$ cat src/rtl/sdram_read.sv
// sdram_read: SDRAM full-page burst-read engine (ACTIVE -> READ -> BST -> PRECHARGE)
//  sys_clk/sys_rst   clock, synchronous active-high reset
//  init_end          SDRAM initialisation complete, gates request acceptance
//  rd_en/rd_ack      level request from arbiter / 1-cycle accept pulse
//  addr/rd_burst_len {bank,row,col} and word count, sampled on acceptance
//  rd_sdram_data     DQ from pad register
//  rd_cmd/ba/addr    command bus to arbiter mux, decoded from state
//  rd_data/_vld      registered read words for the read FIFO
//  rd_end            1-cycle pulse returning bus ownership
module sdram_read #(
  parameter int TRCD_CLK = 2,
  parameter int TRP_CLK  = 2,
  parameter int CL_CLK   = 3
) (
  input  logic        sys_clk,
  input  logic        sys_rst,
  input  logic        init_end,
  input  logic        rd_en,
  input  logic [23:0] addr,
  input  logic [9:0]  rd_burst_len,
  input  logic [15:0] rd_sdram_data,
  output logic        rd_ack,
  output logic [3:0]  rd_cmd,
  output logic [1:0]  rd_ba,
  output logic [12:0] rd_addr,
  output logic [15:0] rd_data,
  output logic        rd_data_vld,
  output logic        rd_end
);
  localparam logic [3:0] NOP = 4'b0111, ACTIVE = 4'b0011, READ = 4'b0101, BST = 4'b0110, PRECHARGE = 4'b0010;
  localparam int WMAX = TRCD_CLK > TRP_CLK ? TRCD_CLK : TRP_CLK;
  localparam int WW = WMAX > 1 ? $clog2(WMAX) : 1;
  localparam logic [10:0] CL = 11'(CL_CLK);
  typedef enum logic [2:0] {IDLE, ACT, TRCD, RD, DATA, PRE, TRP, ENDS} state_t;
  state_t state_q, state_d;
  logic [10:0] cnt_q, cnt_d, last;
  logic [WW-1:0] wait_q, wait_d;
  logic [1:0] bank_q, bank_d;
  logic [12:0] row_q, row_d;
  logic [8:0] col_q, col_d;
  logic [9:0] len_q, len_d;
  logic [15:0] data_q, data_d;
  logic vld_q, vld_d;
  // cycle (in DATA) on which the last word is on DQ
  assign last = CL + {1'b0, len_q} - 11'd1;
  assign rd_data = data_q;
  assign rd_data_vld = vld_q;
  always_ff @(posedge sys_clk) begin
    if (sys_rst) begin
      state_q <= IDLE;
      cnt_q <= '0;
      wait_q <= '0;
      bank_q <= '0;
      row_q <= '0;
      col_q <= '0;
      len_q <= '0;
      data_q <= '0;
      vld_q <= 1'b0;
    end else begin
      state_q <= state_d;
      cnt_q <= cnt_d;
      wait_q <= wait_d;
      bank_q <= bank_d;
      row_q <= row_d;
      col_q <= col_d;
      len_q <= len_d;
      data_q <= data_d;
      vld_q <= vld_d;
    end
  end
  always_comb begin
    state_d = state_q;
    cnt_d = '0;
    wait_d = '0;
    bank_d = bank_q;
    row_d = row_q;
    col_d = col_q;
    len_d = len_q;
    rd_cmd = NOP;
    rd_ba = 2'b11;
    rd_addr = 13'h1FFF;
    rd_ack = 1'b0;
    rd_end = 1'b0;
    vld_d = state_q == DATA && cnt_q >= CL && cnt_q <= last;
    data_d = vld_d ? rd_sdram_data : data_q;
    case (state_q)
      IDLE: if (rd_en && init_end) begin
        state_d = ACT;
        bank_d = addr[23:22];
        row_d = addr[21:9];
        col_d = addr[8:0];
        // zero means one word; more than a row is clamped to the row
        len_d = rd_burst_len == 10'd0 ? 10'd1 : rd_burst_len > 10'd512 ? 10'd512 : rd_burst_len;
      end
      ACT: begin
        rd_cmd = ACTIVE;
        rd_ba = bank_q;
        rd_addr = row_q;
        rd_ack = 1'b1;
        state_d = TRCD;
      end
      TRCD: if (wait_q == WW'(TRCD_CLK - 1)) state_d = RD; else wait_d = wait_q + 1'b1;
      RD: begin
        rd_cmd = READ;
        rd_ba = bank_q;
        rd_addr = {4'b0000, col_q};
        cnt_d = 11'd1;
        state_d = DATA;
      end
      DATA: begin
        rd_cmd = cnt_q == {1'b0, len_q} ? BST : NOP;
        rd_ba = bank_q;
        rd_addr = {4'b0000, col_q};
        cnt_d = cnt_q + 11'd1;
        if (cnt_q == last) state_d = PRE;
      end
      PRE: begin
        rd_cmd = PRECHARGE;
        rd_ba = bank_q;
        rd_addr = 13'h0400;
        state_d = TRP;
      end
      TRP: if (wait_q == WW'(TRP_CLK - 1)) state_d = ENDS; else wait_d = wait_q + 1'b1;
      ENDS: begin
        rd_end = 1'b1;
        state_d = IDLE;
      end
      default: state_d = IDLE;
    endcase
  end
endmodule

$ cat config.mk
export PLATFORM = sky130hd
export DESIGN_NAME = sdram_read
export DESIGN_NICKNAME = d
export VERILOG_FILES = /design/src/rtl/sdram_read.sv
export SDC_FILE = /design/constraint.sdc
export NUM_CORES = 1
export LEC_CHECK = 0
export ABC_CLOCK_PERIOD_IN_PS = 5200
export CAP_MARGIN = 40
export CORE_MARGIN = 3
export CORE_UTILIZATION = 40
export DETAILED_ROUTE_END_ITERATION = 7
export GPL_TIMING_DRIVEN = 1
export PLACE_DENSITY = 0.66
export REMOVE_ABC_BUFFERS = 1
export SLEW_MARGIN = 5
export SYNTH_ARGS = -nofsm -noshare
export SYNTH_HDL_FRONTEND = slang
export SYNTH_SLANG_ARGS = --single-unit
$ cat constraint.sdc
create_clock -name sys_clk -period 5.2 [get_ports sys_clk]
set_input_delay 1.04 -clock sys_clk [delete_from_list [all_inputs] [get_ports sys_clk]]
set_output_delay 1.04 -clock sys_clk [all_outputs]
set_load 0.05 [all_outputs]
* Word level (Yosys, flattened, before mapping)
Index checks and enable logic that the tools add are counted.
** Cells by class
- Order comparisons :: 3
- Bitwise operators :: 1
- Reductions and logical operators :: 11
- Add/sub/neg operators :: 4
- Muxes and demuxes :: 14
- Eq/ne operators :: 13
** Operator list (count)
- one-hot mux 13 bit (3 select lines) :: 1
- one-hot mux 3 bit (8 select lines) :: 1
- one-hot mux 11 bit (2 select lines) :: 1
- 2-to-1 mux 10 bit :: 2
- equality test 3 bit, second input constant :: 4
- 2-to-1 mux 3 bit :: 4
- one-hot mux 3 bit (4 select lines) :: 1
- adder 11 x 1 -> 11 bit, second input constant :: 1
- adder 2 x 10 -> 11 bit, first input constant :: 1
- equality test 11 x 10 -> 1 bit :: 1
- equality test 11 bit :: 1
- >= comparator 11 x 2 -> 1 bit, second input constant :: 1
- less-or-equal comparator 11 bit :: 1
- subtractor 11 x 1 -> 11 bit, second input constant :: 1
- > comparator 10 bit, second input constant :: 1
- zero test 10 bit :: 1
- equality test 3 x 2 -> 1 bit, second input constant :: 2
- inequality test 2 bit, second input constant :: 3
- AND reduction 4 bit :: 1
- OR reduction 2 bit :: 2
- OR reduction 4 bit :: 1
- equality test 3 x 1 -> 1 bit, second input constant :: 1
- logical AND 1 bit :: 3
- zero test 3 bit :: 1
- other kinds (7) :: 9
** Storage, ports and cells
- Output and inout bits :: 38
- Flip-flop bits (word level) :: 66
- Word-level logic and storage cells :: 55
- Input bits :: 54

* Logic depth before layout (Yosys ltp)
Gate-level depths: netlist (run 1).
- Depth after elaboration :: 5
- Mapped depth :: 12
- Gate-level depth less buffers :: 9

* Worst setup path after synthesis (run 1)
No wires, ideal clock.
- Path type :: register to output
- Start :: register state_q[2]
- End :: output rd_addr[0]
- Arrival time :: 2366 ps
- Data required time :: 4160 ps
- Slack :: 1794 ps
- Stages on the path, launching flop included :: 6
- Cells stage by stage :: dfxtp_1 > clkbuf_1 > nand3b_1 > inv_1 > nor2_1 > a2bb2oi_1
** Between the ends
- Longest elaborated chain between the ends :: 3
- Elaborated cells on any way between the ends :: 6
- Those cells by class :: eq/ne: 4; mux: 1; reduce/logical: 1
** RTL lines
- from (decl) :: RTL line 35 : state_t state_q, state_d;
- from (signal assigned) :: RTL line 60 : state_q <= state_d;
- equality test 3 bit / equality test 3 x 2 -> 1 bit (equally long branches) :: RTL line 86 : case (state_q)
- OR reduction 2 bit (no source line)
- one-hot mux 13 bit (3 select lines) (*) :: RTL line 86
- to (decl) :: RTL line 25 : output logic [12:0] rd_addr,
Mark *: on every way between the ends. The rest lies on a longest branch, timed or not.

* Worst setup path in the final report (run 1)
- Start :: register state_q[2]
- End :: output rd_addr[1]
The elaborated chain is that of the path after synthesis.

==> flow_metrics.py, run 1 <==
metrics = {
    "status": {
        "run_status": "finished clean",
    },
    "layout": {
        "num_antenna_cells": 0,
        "drive_gt1_share_pct": 5.546,
        "syn_to_final_growth_pct": 27.28,
        "finish.net_count": 639,
        "finish.instance_area_um2": 5190,
        "fin_util_pct": 52.61,
    },
    "die": {
        "initial_core_util_pct": 41.34,
        "die_x_um": 107.0,
        "die_area_um2": 11440,
        "die_h_um": 107.0,
        "core-area_um2": 9864,
        "rows": 36,
        "design.portCount": 92,
    },
    "timing": {
        "tightest_slew_ns": 0.9365,
        "relSlewSlack_pct": 37.10,
        "min_period_over_period_pct": 72.01,
        "hold_viol": 0,
        "tns_ns": 0,
        "setup_viol": 0,
        "fin_hold_ws_ns": 0.4313,
        "fmax_mhz": 267.0,
        "final_max_slew_viol_count": 0,
        "rsz0062_at_grt": "false",
        "final.setup_skew_ns": 0.01176,
        "final.min_clock_period_ns": 3.745,
    },
    "worst_setup_path": {
        "cp_data_arrival_time_ns": 2.70,
        "cp.required_ns": 4.16,
        "critPathSlowestCell": "clkdlybuf4s50_1",
        "max_stage_delay_ns": 0.83,
        "crit_path_max_fanout": 12,
        "critPathKind": "reg -> out",
        "cp_num_buf_inv": 2,
        "crit_family": "buffers and inverters",
        "critPathLaunchType": "flop",
        "crit_chain": "inv_1 > nor2_1 > nor2_1 > a2bb2oi_1 > clkdlybuf4s50_1",
        "crit_path_frequent_cell": "nor2_1",
        "endpoint_kind": "output port",
    },
    "pwr": {
        "intPower_uw": 931.8,
        "p_clk_share_pct": 34.4,
        "power_frac_seq_pct": 39.0,
        "p_sw_share_pct": 33.60,
        "leakagePower_uw": 0.001708,
        "ir_drop_v": 0.0001712,
        "netSwitchingPower_uw": 471.6,
        "p_per_area_nw_per_um2": 270.4,
        "power_frac_comb_pct": 26.7,
    },
    "placed_design": {
        "finalWeightedCongestion": 0.8632,
        "port-buffer-count": 90,
        "place_hpwl_mm": 7.540,
        "postPlaceCellArea_um2": 4974,
    },
    "drt": {
        "firstDrtPassIters": 5,
        "viasPerCell": 5.479,
        "vias": 3890,
        "drcViolationCount": 0,
        "wl_mm": 10.91,
        "wl_per_cell_um": 15.37,
        "antenna_left": 0,
        "drt_iter0_markers": 202,
    },
    "synthesis": {
        "syn_area_um2": 4078,
        "synth_edf_count": 0,
        "synth_cell_type_count": 47,
        "netlist_instances": 513,
        "synthSimpleGateAreaFrac_pct": 26.11,
        "async_flop_share_pct": 0,
        "synth_top_family_by_area": "simple AND/OR/NAND/NOR gates",
        "synth_top_flop_cell": "dfxtp_1",
        "ys_seq_area_share_pct": 32.40,
        "synthXorXnorAreaFrac_pct": 5.155,
        "synthAdderAreaFrac_pct": 3.989,
        "avgSynthCellArea_um2": 7.949,
        "yosys_warnings": 0,
        "synth-compound-area-share_pct": 21.39,
        "synth_seq_cells": 66,
        "muxShareOfSynthArea_pct": 3.928,
    },
    "run": {
        "maxCapViolations": 0,
    },
    "clock_network": {
        "clock_sinks": 66,
        "ctsHtreeMaxLevel": 3,
        "cts-root-buf": "clkbuf_8",
        "clk_pin_slew_worst_paths_ns": 0.07,
        "worstSkewPairLatency_ns": 0.36,
        "cts_tree": "built",
        "clock_path_buffers": 2,
        "ctsHoldBuffers": 0,
        "post-cts-setup-buffer-count": 0,
        "post_cts_resized": 0,
        "numCtsBuffers": 9,
    },
    "grt": {
        "grt_pass1_wl_mm": 18.23,
        "first_global_vias": 3791,
        "grt_max_degree": 38,
        "overflow": 0,
        "grt_antenna_before_repair": 0,
        "grt.total_usage_pct": 19.64,
    },
    "min_path": {
        "min_path_type": "reg -> reg",
    },
}
## layer usage
layer  share of wire (%)  track usage, %  vias up
met1                  45           25.01     1796
li1                    -               -     1956
met3                 6.8           5.539       14
met4                 1.7           7.123        0
met5                   0               0        -
met2                  47           31.74      124
## layout make-up
type,count,area [um2]
Tap cell,133,166.4
Inverter,11,41.29
Timing Repair Buffer,96,964.7
Sequential cell,66,1321
Clock inverter,7,92.59
Multi-Input combinational cell,388,2480
Fill cell,926,4674
Clock buffer,9,123.9
## metrics by stage
step / total power, uW / worst slack [ns] / instances
final: 1403 / 1.455 / 710
after global routing: 1471 / 1.229 / 710
after CTS: 1416 / 1.423 / 710
after detailed placement: 931.0 / 1.809 / 694
after global placement: 923.2 / 1.888 / 692
after floorplan: 776.1 / 1.906 / 465
## synth_stat cells, types with 7 or more instances
cell	instances	area, um2
xor2_1	10	87.58
inv_1	11	41.29
a21oi_1	46	230.2
a2bb2oi_1	7	61.31
nor4_1	18	112.6
o2111ai_1	16	140.1
mux2i_1	16	160.2
nand3_1	21	105.1
nor2b_1	17	106.4
o211ai_1	17	127.6
dfxtp_1	66	1321
nor2_1	22	82.58
clkbuf_1	31	116.4
xnor2_1	14	122.6
ha_1	13	162.7
nand2b_1	18	112.6
nand2_1	89	334.1
a311oi_1	16	140.1
## placed cells by master, fill, tap and decap left out, types with 3 or more instances in the layout
cell              n
nand2_1          89
clkdlybuf4s50_1  89
dfxtp_1          66
a21oi_1          46
nor2_1           22
nand3_1          21
nand2b_1         18
nor4_1           18
nor2b_1          17
o211ai_1         17
mux2i_1          16
a311oi_1         16
o2111ai_1        16
xnor2_1          14
ha_1             13
inv_1            11
xor2_1           10
clkbuf_8          9
a2bb2oi_1         7
o21ai_0           6
and3_1            6
buf_4             4
nand3b_1          3
nand4_1           3
clkinv_2          3
## power by group through the flow
stage	clock network (uW)	logic (uW)	registers, uW
floorplan	0	225	551
global placement	0	365	558
detailed placement	0	372	559
CTS	494	375	547
global route	520	401	550
finish	482	374	547
## final timing paths
kind / endpoint / startpoint / slack [ns] / cells past startpoint
worst min-delay path: wait_q / wait_q / 0.43 / 1
worst min register to register: wait_q / wait_q / 0.43 / 1
worst max register to register: rd_data[10] / len_q[3] / 1.77 / 9
worst max-delay path: rd_addr[1] / state_q[2] / 1.46 / 5
## cells by family after synthesis
family / Yosys count
xor gates and xnor gates: 24
buffers and inverters: 59
DFF: 66
adders and majority gates: 13
AOI/OAI and AO/OA: 124
other: 1
muxes: 16
and+or+nand+nor: 210
## sequential cells by signal, indices dropped and copies added, names as in the netlist
name and flops:
rd_data 16, row_q 13, cnt_q 11, len_q 10, col_q 9, state_q 3, bank_q 2, rd_data_vld 1
wait_q 1
No activity file was read; power rests on OpenSTA's default activity.
==> run 2, diff against run 1 <==
- ABC_CLOCK_PERIOD_IN_PS: 5200 -> 3590
- clock period: 5.2 -> 3.59 ns (I/O delays scaled with it)
==> run 2 against run 1 <==
Against the previous run:
- count of clock-buffer cells in the layout rose by 1
- first-iteration DRC count increased by 4.0%
- combinational power is 47% higher
- register-to-register slack lost 1.1 ns
- die area stayed put
- via count is 1.6% higher
- clock power is 16% higher
- setup slack worse by 1.1 ns
- sequential power rose by 45%
- utilization increased by 0.15 points
- critical path depth unchanged
- total power is 36% higher
- largest power group unchanged
==> flow_metrics.py, run 2 (synthesized netlist as in run 1, its figures left out) <==
metrics = {
    "status": {
        "run_status": "finished clean",
    },
    "timing": {
        "relSlewSlack_pct": 48.66,
        "final.min_clock_period_ns": 3.259,
        "min_period_over_period_pct": 90.79,
        "fmax_mhz": 306.8,
        "final_max_slew_viol_count": 0,
        "rsz0062_at_grt": "false",
        "tns_ns": 0,
        "setup_viol": 0,
        "fin_hold_ws_ns": 0.4227,
        "hold_viol": 0,
        "final.setup_skew_ns": 0.01377,
        "tightest_slew_ns": 0.7701,
    },
    "layout": {
        "largest_register_ff_count": 16,
        "finish.net_count": 649,
        "final_cell_mix": "nand2_1, clkdlybuf4s50_1, dfxtp_1, a21oi_1",
        "finish.instance_area_um2": 5205,
        "drive_gt1_share_pct": 7.155,
        "syn_to_final_growth_pct": 27.65,
        "instances_no_fill": 720,
        "fin_util_pct": 52.77,
        "fillers": 946,
        "num_antenna_cells": 0,
        "seq_area_um2": 1321,
        "multi_input_area_um2": 2482,
    },
    "min_path": {
        "min_path_type": "reg -> reg",
    },
    "placed_design": {
        "dp_cells": 704,
        "place_hpwl_mm": 7.733,
        "postPlaceCellArea_um2": 5032,
        "port-buffer-count": 90,
        "finalWeightedCongestion": 0.7847,
    },
    "worst_setup_path": {
        "max_stage_delay_ns": 0.83,
        "cp_data_arrival_time_ns": 2.54,
        "critPathSlowestCell": "clkdlybuf4s50_1",
        "endpoint_kind": "output port",
        "crit_chain": "inv_1 > nor2_1 > nor2_2 > a2bb2oi_1 > clkdlybuf4s50_1",
        "crit_path_max_fanout": 12,
        "critPathKind": "reg -> out",
        "critPathLaunchType": "flop",
        "cp.required_ns": 2.87,
    },
    "pwr": {
        "ir_drop_v": 0.0003222,
        "p_per_area_nw_per_um2": 365.6,
        "leakagePower_uw": 0.001717,
    },
    "drt": {
        "firstDrtPassIters": 4,
        "viasPerCell": 5.488,
        "wl_mm": 11.03,
        "drcViolationCount": 0,
        "drt_iter0_markers": 210,
        "vias": 3951,
        "wl_per_cell_um": 15.32,
        "antenna_left": 0,
    },
    "clock_network": {
        "clock_path_buffers": 2,
        "cts_tree": "built",
        "ctsHoldBuffers": 0,
        "ctsHtreeMaxLevel": 3,
        "clk_pin_slew_worst_paths_ns": 0.07,
        "numCtsBuffers": 9,
        "worstSkewPairLatency_ns": 0.35,
        "clock_sinks": 66,
        "cts-root-buf": "clkbuf_8",
    },
    "die": {
        "die_x_um": 107.0,
        "rows": 36,
        "design.portCount": 92,
        "die_h_um": 107.0,
        "core-area_um2": 9864,
        "die_area_um2": 11440,
        "initial_core_util_pct": 41.34,
    },
    "grt": {
        "grt_pass1_wl_mm": 18.50,
        "first_global_vias": 3997,
        "grt.total_usage_pct": 19.71,
        "grt_max_degree": 48,
        "overflow": 0,
        "grt_antenna_before_repair": 0,
    },
    "run": {
        "maxCapViolations": 0,
    },
}
## run 2: cell count changes in the layout (fill, tap and decap cells not counted)
cell / change
buf_8: +1
clkinvlp_4: +2
buf_16: -1
buf_4: +11
nor2_2: +1
clkinv_2: -1
clkbuf_1: +1
bufinv_16: -2
nor2_1: -1
buf_6: -1
## run 2: critical path: cells and delay by family, from the launching register on
kind                   cells  cell delay (ns)
AO/OA/AOI/OAI              1             0.20
buffers and inverters      2             1.11
flip-flops                 1             0.41
AND/OR/NAND/NOR            2             0.47
## run 2: area by class of cell
class                      instances  area share [%]
clock buffer                      10           2.452
clock inverter                     6          0.8173
inverter                          11          0.7933
multi-input combinational        388           47.69
sequential                        66           25.38
tap                              133           3.197
timing repair buffer             106           19.66
## run 2: report_power, final
part	leakage (uW)	total, uW	internal (uW)	switching [uW]
Sequential	0.000535	793	760	32.5
Combinational	0.00110	551	205	346
Clock	0.0000827	559	252	307
Total	0.00172	1900	1220	686
## run 2: what timing repair did
item,CTS,global route
endpoints found under the setup margin,0,6
setup buffers,0,0
resized for setup,0,1
## run 2: path summary, 6_finish.rpt
path | start | to | slack [ns] | cells past startpoint
setup / recovery | state_q[2] | rd_addr[1] | 0.33 | 5
setup reg to reg | len_q[3] | rd_data[4] | 0.64 | 8
hold reg to reg | wait_q | wait_q | 0.42 | 1
hold / removal | wait_q | wait_q | 0.42 | 1
## run 2: layer usage
metal  vias up  share of wire, %  GRT usage, %
met5         -                 0             0
met4         0              0.91         5.662
met3        14               7.7         6.201
met2       127                48         34.22
met1      1838                44         23.34
li1       1972                 -             -
## run 2: per-stage QoR
step | total power (uW) | worst slack [ns]
after global routing | 1992 | 0.1176
after global placement | 1350 | 0.5927
after detailed placement | 1359 | 0.5521
after floorplan | 1124 | 0.4753
after CTS | 1918 | 0.1594
final | 1903 | 0.3306
==> run 3, diff against run 2 <==
--- a/config.mk
+++ b/config.mk
@@ -7,3 +7,2 @@
 export LEC_CHECK = 0
-export ABC_CLOCK_PERIOD_IN_PS = 3590
 export CAP_MARGIN = 40
==> constraint.sdc (replaced) <==
create_clock -name sys_clk -period 3.59 [get_ports sys_clk]
set_input_delay 1.077 -clock sys_clk [delete_from_list [all_inputs] [get_ports sys_clk]]
set_output_delay 1.077 -clock sys_clk [all_outputs]
set_load 0.05 [all_outputs]
==> run 3 against run 2 <==
Against the previous run:
- clock power is 28% higher
- non-clock buffer count is 2 higher
- clock skew is 0.0078 ns lower
- via count is 0.81% higher
- hold slack worse by 0.0046 ns
- routed wire length is 0.46% lower
- final cell count is 0.28% higher
- sequential share of layout area is 0.25 points lower
- global-route usage is 0.31 points lower
- critical endpoint is now rd_ba[0]
- die area stayed put
- fmax is 3.1% lower
==> flow_metrics.py, run 3 (synthesized netlist as in run 1, its figures left out) <==
metrics = {
    "status": {
        "run_status": "finished clean",
    },
    "drt": {
        "wl_per_cell_um": 15.21,
        "viasPerCell": 5.517,
        "wl_mm": 10.98,
        "firstDrtPassIters": 4,
        "vias": 3983,
        "drt_iter0_markers": 165,
        "antenna_left": 0,
        "drcViolationCount": 0,
    },
    "clock_network": {
        "ctsHtreeMaxLevel": 3,
        "clock_sinks": 66,
        "clk_pin_slew_worst_paths_ns": 0.08,
        "cts_tree": "built",
        "clock_path_buffers": 2,
        "numCtsBuffers": 9,
        "worstSkewPairLatency_ns": 0.35,
        "cts-root-buf": "clkbuf_8",
    },
    "grt": {
        "grt_antenna_before_repair": 0,
        "overflow": 0,
        "grt_max_degree": 49,
        "top_usage_layer": "met2",
        "met3_usage_pct": 3.913,
        "grt.met1_usage_pct": 25.57,
        "grt.total_usage_pct": 19.40,
        "first_global_vias": 3896,
        "use_met2_pct": 32.37,
        "grt_pass1_wl_mm": 18.35,
    },
    "layout": {
        "finish.net_count": 651,
        "num_antenna_cells": 0,
        "drive_gt1_share_pct": 8.998,
        "syn_to_final_growth_pct": 28.90,
        "final_cell_mix": "nand2_1, clkdlybuf4s50_1, dfxtp_1, a21oi_1, buf_4",
        "largest_register_ff_count": 16,
        "final_common_cell": "nand2_1",
    },
    "worst_setup_path": {
        "critPathKind": "reg -> out",
        "crit_family": "buffers and inverters",
        "endpoint_kind": "output port",
        "r2r-end": "rd_data[13]",
        "r2r_setup_slack_ns": 0.59,
        "max_stage_delay_ns": 0.70,
        "critPathLaunchType": "flop",
        "cp_data_arrival_time_ns": 2.29,
        "cp.required_ns": 2.51,
        "cp_num_buf_inv": 2,
        "critPathSlowestCell": "clkdlybuf4s50_1",
        "crit_path_max_fanout": 12,
        "r2r_start": "len_q[3]",
        "worst_r2r_path_depth": 10,
        "crit_chain": "inv_1 > nor2_2 > a21o_1 > nand2b_1 > clkdlybuf4s50_1",
    },
    "timing": {
        "tns_ns": 0,
        "final.setup_skew_ns": 0.005985,
        "fmax_mhz": 297.4,
        "setup_viol": 0,
        "tightest_slew_ns": 0.7536,
        "hold_viol": 0,
        "setup_ws_ns": 0.2278,
        "final_max_slew_viol_count": 0,
        "relSlewSlack_pct": 49.76,
        "rsz0062_at_grt": "false",
        "min_period_over_period_pct": 93.65,
        "final.min_clock_period_ns": 3.362,
    },
    "die": {
        "die_x_um": 107.0,
        "core-area_um2": 9864,
        "initial_core_util_pct": 41.34,
        "rows": 36,
        "design.portCount": 92,
        "die_area_um2": 11440,
        "die_h_um": 107.0,
    },
    "placed_design": {
        "finalWeightedCongestion": 0.8486,
        "port-buffer-count": 90,
        "place_hpwl_mm": 7.774,
        "place_ws_ns": 0.4621,
    },
    "pwr": {
        "ir_drop_v": 0.0003032,
        "p_per_area_nw_per_um2": 390.0,
        "leakagePower_uw": 0.001756,
    },
    "min_path": {
        "whs_path_depth": 1,
        "min_from": "wait_q",
        "min_path_type": "reg -> reg",
        "hold_end": "wait_q",
    },
    "run": {
        "maxCapViolations": 0,
    },
}
-- run 3: cell count changes in the layout (fill, tap and decap cells not counted), moves of 2 or more --
| cell | before | now |
|---|---|---|
| buf_4 | 15 | 26 |
| clkinv_4 | 1 | 3 |
| clkdlybuf4s50_1 | 89 | 78 |
| bufinv_16 | 0 | 2 |
| clkinv_2 | 2 | 0 |
| dlymetal6s2s_1 | 0 | 3 |
-- run 3: worst max-delay path by stage --
stage,start,to,slack [ns],cells after the start
after floorplan,state_q[2],rd_addr[0],0.26,4
after global placement,cnt_q[0],rd_cmd[0],0.52,6
after detailed placement,cnt_q[0],rd_cmd[0],0.46,6
after CTS,cnt_q[0],rd_cmd[0],0.07,6
after global routing,state_q[2],rd_ba[0],0.04,5
final,state_q[2],rd_ba[0],0.23,5
-- run 3: per-stage QoR --
step | power, uW | instance area, um2 | hold slack [ns] | utilization (%) | instances
finish | 2050 | 5256 | 0.4181 | 53.29 | 722
detailed placement | 1351 | 5020 | 0.4083 | 50.89 | 706
global placement | 1346 | 5020 | 0.4054 | 50.89 | 706
CTS | 2070 | 5246 | 0.4195 | 53.18 | 722
floorplan | 1124 | 3836 | 0.3900 | - | 465
global route | 2148 | 5256 | 0.4538 | 53.29 | 722
-- run 3: area by class of cell --
cell class,instances,area [um2]
Multi-Input combinational cell,388,2482
Sequential cell,66,1321
Fill cell,948,4608
Timing Repair Buffer,108,1018
Clock buffer,9,123.9
Clock inverter,7,102.6
Inverter,11,41.29
Tap cell,133,166.4
-- run 3: what timing repair did --
action                     CTS  global route
resized for setup            0             4
hold buffers                 0             0
setup endpoints to repair    0             5
setup buffers                0             0
-- run 3: layer usage --
metal / up-vias / part of all wire (%)
li1: 1985 / -
met1: 1868 / 46
met2: 121 / 47
met3: 9 / 5.7
met4: 0 / 0.79
met5: - / 0
-- run 3: where the power goes --
part / internal [uW] / switching [uW] / total (uW)
logic: 197 / 345 / 542
registers: 760 / 31.6 / 792
clock network: 397 / 319 / 716
